$ cat src/rtl/mux_8_1_pkg.sv
// -----------------------------------------------------------------------------
// mux_8_1_pkg
// Shared constants and types for the round-robin scheduler that sits in front
// of the 8:1 mux datapath.
//   N_REQ        number of requesters (equals mux width)
//   SEL_W        mux select width
//   MAX_HOLD     default maximum grant length in cycles
//   HOLD_W       default hold-counter width
//   sched_state_t  scheduler state encoding
//   next_index   wrap-around increment of a requester index
// -----------------------------------------------------------------------------
package mux_8_1_pkg;

   localparam int N_REQ    = 8;
   localparam int SEL_W    = 3;
   localparam int MAX_HOLD = 15;
   localparam int HOLD_W   = 4;

   typedef enum logic [0:0] {
      ST_IDLE  = 1'b0,
      ST_GRANT = 1'b1
   } sched_state_t;

   // N_REQ is a power of two, so the natural SEL_W-bit overflow gives mod-N_REQ.
   function automatic logic [SEL_W-1:0] next_index(input logic [SEL_W-1:0] idx);
      return idx + 3'd1;
   endfunction

endpackage

$ cat src/rtl/rr_priority_pick.sv
// -----------------------------------------------------------------------------
// rr_priority_pick
// Combinational rotating-priority encoder. Scans the request vector starting at
// ptr and wrapping modulo N_REQ; requesters set in mask are never selected.
// Ports:
//   req     in   N_REQ  request vector
//   ptr     in   SEL_W  index that has highest priority
//   mask    in   N_REQ  requesters excluded from this pick
//   valid   out  1      at least one unmasked request present
//   onehot  out  N_REQ  one-hot winner (zero when valid is low)
//   index   out  SEL_W  binary winner index (zero when valid is low)
// -----------------------------------------------------------------------------
module rr_priority_pick
   import mux_8_1_pkg::*;
(
   input  logic [N_REQ-1:0] req,
   input  logic [SEL_W-1:0] ptr,
   input  logic [N_REQ-1:0] mask,
   output logic             valid,
   output logic [N_REQ-1:0] onehot,
   output logic [SEL_W-1:0] index
);

   logic [N_REQ-1:0] cand;
   logic [SEL_W-1:0] probe;

   assign cand = req & ~mask;

   // Walk ptr, ptr+1, ... and latch the first candidate found.
   always_comb begin
      valid = 1'b0;
      index = '0;
      probe = '0;
      for (int i = 0; i < N_REQ; i++) begin
         probe = ptr + SEL_W'(i);
         if (!valid && cand[probe]) begin
            valid = 1'b1;
            index = probe;
         end else begin
            valid = valid;
         end
      end
   end

   // Expand the binary winner into a one-hot vector.
   always_comb begin
      onehot = '0;
      for (int j = 0; j < N_REQ; j++) begin
         if (valid && (index == SEL_W'(j))) begin
            onehot[j] = 1'b1;
         end else begin
            onehot[j] = 1'b0;
         end
      end
   end

endmodule

$ cat src/rtl/mux_8_1_rr_sched.sv
// -----------------------------------------------------------------------------
// mux_8_1_rr_sched
// Round-robin scheduler that shares one 8:1 mux among 8 requesters. One owner
// is granted at a time and keeps the mux until it signals i_done, drops its
// request, or reaches the hold limit (forced release, flagged on o_timeout).
// On release the next owner is picked in the same cycle, so back-to-back
// grants have no idle gap.
// Ports:
//   i_clk       in   1      clock, rising edge
//   i_rst_n     in   1      asynchronous active-low reset
//   i_req       in   N_REQ  request vector, bit k = requester k
//   i_done      in   1      current owner releases the mux this cycle
//   o_grant     out  N_REQ  registered one-hot grant
//   o_sel_code  out  SEL_W  owner index, drives the mux select
//   o_en        out  1      mux enable, high while a grant is active
//   o_busy      out  1      equals |o_grant
//   o_timeout   out  1      one-cycle pulse after a hold-limit release
// -----------------------------------------------------------------------------
module mux_8_1_rr_sched
   import mux_8_1_pkg::*;
#(
   parameter int MAX_HOLD_P = MAX_HOLD,
   parameter int HOLD_W_P   = HOLD_W
)
(
   input  logic             i_clk,
   input  logic             i_rst_n,
   input  logic [N_REQ-1:0] i_req,
   input  logic             i_done,
   output logic [N_REQ-1:0] o_grant,
   output logic [SEL_W-1:0] o_sel_code,
   output logic             o_en,
   output logic             o_busy,
   output logic             o_timeout
);

   localparam logic [HOLD_W_P-1:0] HOLD_LIMIT = HOLD_W_P'(MAX_HOLD_P - 1);
   localparam logic [HOLD_W_P-1:0] HOLD_SAT   = {HOLD_W_P{1'b1}};

   // Current state (owner is o_sel_code while in ST_GRANT).
   sched_state_t          state;
   logic [SEL_W-1:0]      ptr;
   logic [HOLD_W_P-1:0]   hold_cnt;

   // Next-state values.
   sched_state_t          state_nx;
   logic [SEL_W-1:0]      ptr_nx;
   logic [HOLD_W_P-1:0]   hold_nx;
   logic [N_REQ-1:0]      grant_nx;
   logic [SEL_W-1:0]      sel_nx;
   logic                  en_nx;
   logic                  busy_nx;
   logic                  timeout_nx;

   // Release decode for the current owner.
   logic                  owner_req;
   logic                  at_limit;
   logic                  release_now;
   logic                  limit_only;

   // Arbiter interface.
   logic [SEL_W-1:0]      pick_ptr;
   logic [N_REQ-1:0]      pick_mask;
   logic                  pick_valid;
   logic [N_REQ-1:0]      pick_onehot;
   logic [SEL_W-1:0]      pick_index;

   assign owner_req   = i_req[o_sel_code];
   assign at_limit    = (hold_cnt == HOLD_LIMIT);
   assign release_now = (state == ST_GRANT) && (i_done || !owner_req || at_limit);
   // A timeout is reported only when the hold limit is the sole release reason.
   assign limit_only  = at_limit && !i_done && owner_req;

   rr_priority_pick u_pick (
      .req    (i_req),
      .ptr    (pick_ptr),
      .mask   (pick_mask),
      .valid  (pick_valid),
      .onehot (pick_onehot),
      .index  (pick_index)
   );

   // Arbiter inputs: from the stored pointer when idle; when re-arbitrating on
   // release, start just past the owner and exclude the owner itself.
   always_comb begin
      pick_ptr  = ptr;
      pick_mask = '0;
      if (state == ST_GRANT) begin
         pick_ptr  = next_index(o_sel_code);
         pick_mask = o_grant;
      end else begin
         pick_ptr  = ptr;
         pick_mask = '0;
      end
   end

   // Next-state and next-output decode.
   always_comb begin
      state_nx   = state;
      ptr_nx     = ptr;
      hold_nx    = hold_cnt;
      grant_nx   = o_grant;
      sel_nx     = o_sel_code;
      en_nx      = o_en;
      busy_nx    = o_busy;
      timeout_nx = 1'b0;

      case (state)
         ST_IDLE: begin
            if (pick_valid) begin
               state_nx = ST_GRANT;
               grant_nx = pick_onehot;
               sel_nx   = pick_index;
               en_nx    = 1'b1;
               busy_nx  = 1'b1;
               hold_nx  = '0;
            end else begin
               // o_sel_code keeps the last owner; it is a don't-care while o_en=0.
               state_nx = ST_IDLE;
               grant_nx = '0;
               en_nx    = 1'b0;
               busy_nx  = 1'b0;
            end
         end

         ST_GRANT: begin
            if (release_now) begin
               ptr_nx     = next_index(o_sel_code);
               timeout_nx = limit_only;
               if (pick_valid) begin
                  state_nx = ST_GRANT;
                  grant_nx = pick_onehot;
                  sel_nx   = pick_index;
                  en_nx    = 1'b1;
                  busy_nx  = 1'b1;
                  hold_nx  = '0;
               end else begin
                  state_nx = ST_IDLE;
                  grant_nx = '0;
                  en_nx    = 1'b0;
                  busy_nx  = 1'b0;
               end
            end else begin
               // Owner keeps the mux; request changes elsewhere do not preempt.
               if (hold_cnt != HOLD_SAT) begin
                  hold_nx = hold_cnt + HOLD_W_P'(1);
               end else begin
                  hold_nx = hold_cnt;
               end
            end
         end

         default: begin
            state_nx = ST_IDLE;
            grant_nx = '0;
            en_nx    = 1'b0;
            busy_nx  = 1'b0;
            hold_nx  = '0;
         end
      endcase
   end

   // State, pointer, hold counter and registered outputs.
   always_ff @(posedge i_clk or negedge i_rst_n) begin
      if (!i_rst_n) begin
         state      <= ST_IDLE;
         ptr        <= '0;
         hold_cnt   <= '0;
         o_grant    <= '0;
         o_sel_code <= '0;
         o_en       <= 1'b0;
         o_busy     <= 1'b0;
         o_timeout  <= 1'b0;
      end else begin
         state      <= state_nx;
         ptr        <= ptr_nx;
         hold_cnt   <= hold_nx;
         o_grant    <= grant_nx;
         o_sel_code <= sel_nx;
         o_en       <= en_nx;
         o_busy     <= busy_nx;
         o_timeout  <= timeout_nx;
      end
   end

endmodule
$ cat config.mk
export PLATFORM = sky130hd
export DESIGN_NAME = mux_8_1_rr_sched
export DESIGN_NICKNAME = d
export VERILOG_FILES = /design/src/rtl/mux_8_1_pkg.sv /design/src/rtl/rr_priority_pick.sv /design/src/rtl/mux_8_1_rr_sched.sv
export SDC_FILE = /design/constraint.sdc
export NUM_CORES = 1
export LEC_CHECK = 0
export CAP_MARGIN = 20
export CORE_ASPECT_RATIO = 0.75
export CORE_UTILIZATION = 30
export DETAILED_ROUTE_END_ITERATION = 12
export PLACE_DENSITY = 0.44
export SYNTH_ARGS = -nofsm -noshare
export SYNTH_HDL_FRONTEND = slang
export SYNTH_HIERARCHICAL = 1
export SYNTH_SLANG_ARGS = --single-unit
$ cat constraint.sdc
create_clock -name i_clk -period 8.6 [get_ports i_clk]
set_clock_uncertainty 0.05 [all_clocks]
set_input_delay 2.15 -clock i_clk [delete_from_list [all_inputs] [get_ports i_clk]]
set_output_delay 2.15 -clock i_clk [all_outputs]
set_load 0.005 [all_outputs]
# After elaboration in Yosys (flattened, before gate mapping)
# Cells that the tools add are included.
[op_classes]
reduce_logical = 31
n_div = 0
mul = 0
eq_ne = 11
add_sub_neg = 9
shift = 0
mux = 61
bitwise_logic = 3
n_lt_le_gt_ge = 9
[op_table]
columns = ["cell", "n"]
rows = [
  ["less-than comparator 3 x 4 -> 1 bit, second input constant", 9],
  ["2-to-1 mux 3 bit", 11],
  ["2-to-1 mux 1 bit", 30],
  ["binary-select mux 1 bit (select 3 bit)", 9],
  ["2-to-1 mux 8 bit", 3],
  ["logical AND 1 bit", 18],
  ["one-hot mux 8 bit (2 select lines)", 1],
  ["adder 3 bit, second input constant", 4],
  ["equality test 3 bit, second input constant", 4],
  ["2-to-1 mux 4 bit", 3],
  ["logical NOT 1 bit", 9],
  ["AND 8 bit", 1],
  ["NOT 8 bit", 1],
  ["one-hot mux 4 bit (2 select lines)", 1],
  ["adder 3 x 1 -> 3 bit, second input constant", 2],
  ["adder 3 x 2 -> 3 bit, second input constant", 2],
  ["equality test 3 x 2 -> 1 bit, second input constant", 2],
  ["one-hot mux 3 bit (2 select lines)", 1],
  ["adder 4 x 1 -> 4 bit, second input constant", 1],
  ["equality test 4 bit, second input constant", 1],
  ["inequality test 4 bit, second input constant", 1],
  ["one-hot mux 1 bit (2 select lines)", 2],
  ["equality test 3 x 1 -> 1 bit, second input constant", 1],
  ["logical NOT 3 bit", 1],
  ["other kinds (5)", 6],
]
[word_totals]
output_inout_bits = 14
ramBits = 0
mem_bits_ro = 0
latch_bits = 0
n_memories = 0
in_bits = 11
elab_cells = 131
regBits = 21

# Longest topological paths before layout
[depth]
depth_word = 33
depth_mapped = 16

# By module
# Netlist, hierarchy kept.
[modules_own_cells]
columns = ["mod", "cells_each", "n_inst", "area_each_um2"]
rows = [
  ["mux_8_1_rr_sched", 91, 1, 1112.3],
  ["rr_priority_pick", 132, 1, 1091.0],
]

# Least setup slack after synthesis
# No wires, ideal clock.
[synth_timing]
kind = "input-to-reg"
startpoint = "input i_req[3]"
endpoint = "register o_grant[0]"
setup_slack_ns = 4.222
t_arrival_ns = 4.207
cell_stages = 9
required_ns = 8.429
setup_ns = 0.121
cell_sequence = "and4b_1 or4_1 or4b_1 a211oi_1 o21ai_1 o211ai_2 or2_1 nor3b_2 a22o_2"
[synth_via]
elab_chain_len = 31
[synth_lines]
columns = ["item", "line", "rtl"]
rows = [
  ["start, declared", "mux_8_1_rr_sched.sv:28", "input logic [N_REQ-1:0] i_req,"],
  ["AND 8 bit (*)", "rr_priority_pick.sv:27", "assign cand = req & ~mask;"],
  ["binary-select mux 1 bit (select 3 bit)", "rr_priority_pick.sv:36", "if (!valid && cand[probe]) begin"],
  ["2-to-1 mux 1 bit (not written as such)", "rr_priority_pick.sv:36", ""],
  ["2-to-1 mux 1 bit", "rr_priority_pick.sv:36", ""],
  ["logical NOT 1 bit", "rr_priority_pick.sv:36", ""],
  ["logical AND 1 bit", "rr_priority_pick.sv:36", ""],
  ["2-to-1 mux 1 bit", "rr_priority_pick.sv:36", ""],
  ["logical NOT 1 bit", "rr_priority_pick.sv:36", ""],
  ["(+17 left out)", "n/a", ""],
  ["named net pick_index[1]", "mux_8_1_rr_sched.sv:66", "logic [SEL_W-1:0] pick_index;"],
  ["logical NOT 3 bit (*)", "rr_priority_pick.sv:49", "if (valid && (index == SEL_W'(j))) begin"],
  ["logical AND 1 bit (*)", "rr_priority_pick.sv:49", ""],
  ["2-to-1 mux 1 bit (*)", "rr_priority_pick.sv:49", ""],
  ["named net pick_onehot[0]", "mux_8_1_rr_sched.sv:65", "logic [N_REQ-1:0] pick_onehot;"],
  ["2-to-1 mux 8 bit (*)", "mux_8_1_rr_sched.sv:110, mux_8_1_rr_sched.sv:130", ""],
  ["2-to-1 mux 8 bit", "mux_8_1_rr_sched.sv:127", "if (release_now) begin"],
  ["one-hot mux 8 bit (2 select lines) (*)", "mux_8_1_rr_sched.sv:108", "case (state)"],
  ["end signal, assigned", "mux_8_1_rr_sched.sv:178", "o_grant <= grant_nx;"],
  ["end, declared", "mux_8_1_rr_sched.sv:30", "output logic [N_REQ-1:0] o_grant,"],
]
# The timed path passes the listed nets; every way through them passes the cells marked *. The select of a mux whose other input is x is not followed.
# A chain may end at the register's enable or synchronous reset.

# Final worst setup path
[layout_timing]
startpoint = "input i_req[4]"
endpoint = "register o_sel_code[1]"
[layout_via]
elab_chain_len = 28
[layout_lines]
columns = ["item", "line", "rtl"]
rows = [
  ["AND 8 bit", "rr_priority_pick.sv:27", ""],
  ["binary-select mux 1 bit (select 3 bit)", "rr_priority_pick.sv:36", ""],
  ["2-to-1 mux 1 bit (not written as such)", "rr_priority_pick.sv:36", ""],
  ["2-to-1 mux 1 bit", "rr_priority_pick.sv:36", ""],
  ["logical NOT 1 bit", "rr_priority_pick.sv:36", ""],
  ["logical AND 1 bit", "rr_priority_pick.sv:36", ""],
  ["2-to-1 mux 1 bit", "rr_priority_pick.sv:36", ""],
  ["logical NOT 1 bit", "rr_priority_pick.sv:36", ""],
  ["(+12 left out)", "n/a", ""],
  ["logical AND 1 bit", "rr_priority_pick.sv:36", ""],
  ["2-to-1 mux 1 bit", "rr_priority_pick.sv:36", ""],
  ["logical NOT 1 bit", "rr_priority_pick.sv:36", ""],
  ["logical AND 1 bit", "rr_priority_pick.sv:36", ""],
  ["2-to-1 mux 3 bit / 2-to-1 mux 1 bit (equally long branches)", "rr_priority_pick.sv:36", ""],
  ["2-to-1 mux 3 bit", "mux_8_1_rr_sched.sv:110, mux_8_1_rr_sched.sv:130", ""],
  ["2-to-1 mux 3 bit", "mux_8_1_rr_sched.sv:127", ""],
  ["one-hot mux 3 bit (2 select lines)", "mux_8_1_rr_sched.sv:108", ""],
  ["end signal, assigned", "mux_8_1_rr_sched.sv:179", "o_sel_code <= sel_nx;"],
  ["end, declared", "mux_8_1_rr_sched.sv:31", "output logic [SEL_W-1:0] o_sel_code,"],
]
# Parallel ways exist; a longest one is shown, timed or not. The select of a mux whose other input is x is not followed.

==> impl_summary.log <==
INFO  metric synth_seq_area_share = between 20% and 30%
INFO  metric placement_setup_slack = roughly 3.3 ns
INFO  metric synth-seq-cells = 21
INFO  metric max_slew_margin = 54.9%
INFO  metric wirelength = about 5.8 mm
INFO  metric hold_ws = 0.452 ns
INFO  metric grt_antenna_before_repair = 0
INFO  metric seqCellArea = about 530 um^2
INFO  metric tot_gr_track_use = between 10% and 20%
INFO  metric period_needed = 5.05 ns
INFO  metric hpwlAfterDp = 4.51 mm
INFO  metric timing.rr.start = o_sel_code[0]
INFO  metric setup-tns-final = 0 ns
INFO  metric area_growth = 15.1%
INFO  metric route.vias.total = between 1,500 and 2,000
INFO  metric nets = roughly 260
INFO  metric min_path_type = flip-flop to flip-flop
INFO  metric grt_max_degree = 22
INFO  metric required = ~8.7 ns
INFO  metric numCtsBuffers = 3
INFO  metric cp_data_arrival_time = a little over 5 ns
INFO  metric async_reset_ff_share = 100%
INFO  metric synth_top_family_by_area = multiplexers
INFO  metric layout-drive-gt1-share = between 10% and 20%
INFO  metric io_pins = 25
INFO  metric report.final.slew_viol_count = 0
INFO  metric hold_viol = 0
INFO  metric initial_core_util = between 30% and 40%
INFO  metric synth_top_cells_by_count = 21 x sky130_fd_sc_hd__dfrtp_1, 18 x sky130_fd_sc_hd__mux2i_1, 13 x sky130_fd_sc_hd__nand2_1
INFO  metric htree_num_levels = 1
INFO  metric cts_tree = built
INFO  metric setup_slack = 3.55 ns
INFO  metric synth-simple-area-share = 24.0%
INFO  metric wl_per_cell = ~17 um
INFO  metric rsz0062_at_grt = no
INFO  metric multi_input_comb_area = ~0.0015 mm^2
INFO  metric ff2ff_path_depth = 12
INFO  metric die_h = 76.2 um
INFO  metric period_utilization_post_route = between 50% and 60%
INFO  metric postCtsHoldBufs = 0
INFO  metric compound_cell_area_share_of_the_yosys_netlist = 16.0%
INFO  metric cts_root_buf = sky130_fd_sc_hd__clkbuf_8
INFO  metric detail_route.drc_violations = 0
INFO  metric hold_end = ptr[2]
INFO  metric design.core.area = just under 0.007 mm^2
INFO  metric crit_path_start_kind = input pin
INFO  metric global_route_wire_length_before_repair = roughly 9.5 mm
INFO  metric num_rows = 26
INFO  metric yosys_synthesis_warning_count = 6
INFO  metric category_of_the_most_critical_setup_path = input pin to flip-flop
INFO  metric synth_area_leaders = sky130_fd_sc_hd__dfrtp_1 24%, sky130_fd_sc_hd__mux2i_1 8.2%, sky130_fd_sc_hd__mux4_1 6.0%, sky130_fd_sc_hd__mux4_2 5.1%, sky130_fd_sc_hd__mux2_2 4.6%
INFO  metric cts_max_path_buffers = 2
INFO  metric globalRouteOverflowTotal = 0
INFO  metric worst-r2r-setup-slack = ~4.2 ns
INFO  metric clk_latency = ~0.26 ns
INFO  metric place.port_buffers = 24
INFO  metric synth.cell_area = 0.00220 mm^2
INFO  metric synth_adder_area_share = between 2 and 3%
INFO  metric avgSynthCellArea = slightly below 10 um^2
INFO  metric min_path_cells = 1
INFO  metric cts_resized = 0
INFO  metric syn-num-nets = roughly 240
INFO  metric grt_pass1_vias = approximately 1,800
INFO  metric fp.dieW = roughly 100 um
INFO  metric initialDrtViolationCount = 84
INFO  metric timing.max_cap.violations = 0
INFO  metric worst_hold_start = ptr[2]
INFO  metric post_synth_xor_area_fraction = a little under 2%
INFO  metric post_drt_via_cell_ratio = 5.45
INFO  metric post-cts-setup-buffers = 0
INFO  metric outcome = finished clean
INFO  metric synthesized_instance_count = 223
INFO  metric num_antenna_cells = 0
INFO  metric synthMuxAreaShare = between 20% and 30%
INFO  metric most_used_flip_flop_cell_after_synthesis = sky130_fd_sc_hd__dfrtp_1
INFO  metric worstPathMaxFanout = 14
INFO  metric layout.filler_cells = 722
INFO  metric dieArea = 0.00770 mm^2
INFO  metric synth_edf_count = 0
INFO  metric yosysUniqueCellTypes = between 60 and 70
INFO  metric synth.top_cell.area_share = a little under a quarter
INFO  metric drt_first_pass_iters = 4
INFO  metric setup.worst_path.end_class = flip-flop
INFO  metric synth_top_area_cell = sky130_fd_sc_hd__dfrtp_1
INFO  metric finalWeightedCongestion = 0.838
INFO  metric cell_with_the_most_instances_after_synthesis = sky130_fd_sc_hd__dfrtp_1
INFO  metric report.final.setup_viol = 0
INFO  metric slew_at_the_pin_with_the_worst_max_slew_slack = slightly below 0.7 ns
INFO  metric reg2reg_to = o_grant[4]
INFO  metric clk_pin_slew_worst_paths = around 0.080 ns
INFO  metric maximum_clock_rate = a little under 0.2 GHz
INFO  metric numClockSinks = 21
INFO  metric route.antenna.remaining_nets = 0
-- registers in the layout, indices dropped and copies added, names as in the netlist --
signal      cells
o_busy          1
o_sel_code      3
state           1
hold_cnt        4
o_timeout       1
o_grant         8
ptr             3
-- cell families after synthesis --
kind of cell	Yosys count
simple gates	86
compound gates	46
mux	38
buf+inv	22
flops	21
xor+xnor	5
fa+ha+maj	5
-- critical path, cell delays in order --
cell                              delay, ns
sky130_fd_sc_hd__clkdlybuf4s50_1       0.51
sky130_fd_sc_hd__nand2b_1              0.19
sky130_fd_sc_hd__mux4_1                0.60
sky130_fd_sc_hd__mux2i_1               0.36
sky130_fd_sc_hd__nor2_1                0.12
sky130_fd_sc_hd__and4_1                0.24
sky130_fd_sc_hd__nand2_1               0.17
sky130_fd_sc_hd__nor2b_4               0.41
sky130_fd_sc_hd__mux2_2                0.38
-- cell usage in the layout, fill, tap and decap left out, types with 6 or more instances in the layout --
cell and n:
sky130_fd_sc_hd__nand2b_1 9, sky130_fd_sc_hd__o21ai_0 7, sky130_fd_sc_hd__mux2_2 9, sky130_fd_sc_hd__and2_1 9, sky130_fd_sc_hd__nor2b_1 7, sky130_fd_sc_hd__nand2_1 13, sky130_fd_sc_hd__mux2i_1 17, sky130_fd_sc_hd__a31oi_1 6
sky130_fd_sc_hd__a22o_2 9, sky130_fd_sc_hd__nand3_1 9, sky130_fd_sc_hd__nor2_1 8, sky130_fd_sc_hd__clkdlybuf4s50_1 24, sky130_fd_sc_hd__inv_1 6, sky130_fd_sc_hd__dfrtp_1 21
-- metal layers --
| layer | global-route usage, % | up-vias | wire (um) |
|---|---|---|---|
| met5 | 0 | - | 0 |
| met4 | 2.17 | 0 | 29 |
| met2 | 22.3 | 61 | 2410 |
| met3 | 4.04 | 4 | 383 |
| li1 | - | 884 | - |
| met1 | 24.8 | 887 | 3010 |
-- worst max path at each step --
stage | start | to | slack (ns) | cells after the start
2_1_floorplan | i_req[3] | o_grant[0] | 4.22 | 9
3_3_place_gp | i_req[6] | o_sel_code[1] | 3.25 | 9
3_5_place_dp | i_req[4] | o_sel_code[1] | 3.31 | 9
4_1_cts | i_req[4] | o_sel_code[1] | 3.56 | 9
5_1_grt | i_req[4] | o_sel_code[1] | 3.48 | 9
6_report | i_req[4] | o_sel_code[1] | 3.55 | 9
-- through the flow --
stage,area (um^2),instances,util (%)
detailed placement,2460,332,35.4
finish,2540,337,36.4
floorplan,2200,223,-
global placement,2460,332,35.4
global route,2540,337,36.4
CTS,2510,336,36.0
-- layout make-up --
cell class                 instances  share of cell area (%)
multi-input combinational        180                    60.4
sequential                        21                    20.7
clock buffer                       4                    1.78
inverter                           8                    1.38
timing repair buffer              26                    10.9
tap                               98                    4.83
Power is not shown: default switching activity piles up to over one toggle a cycle in this logic, so the estimate is an artifact.
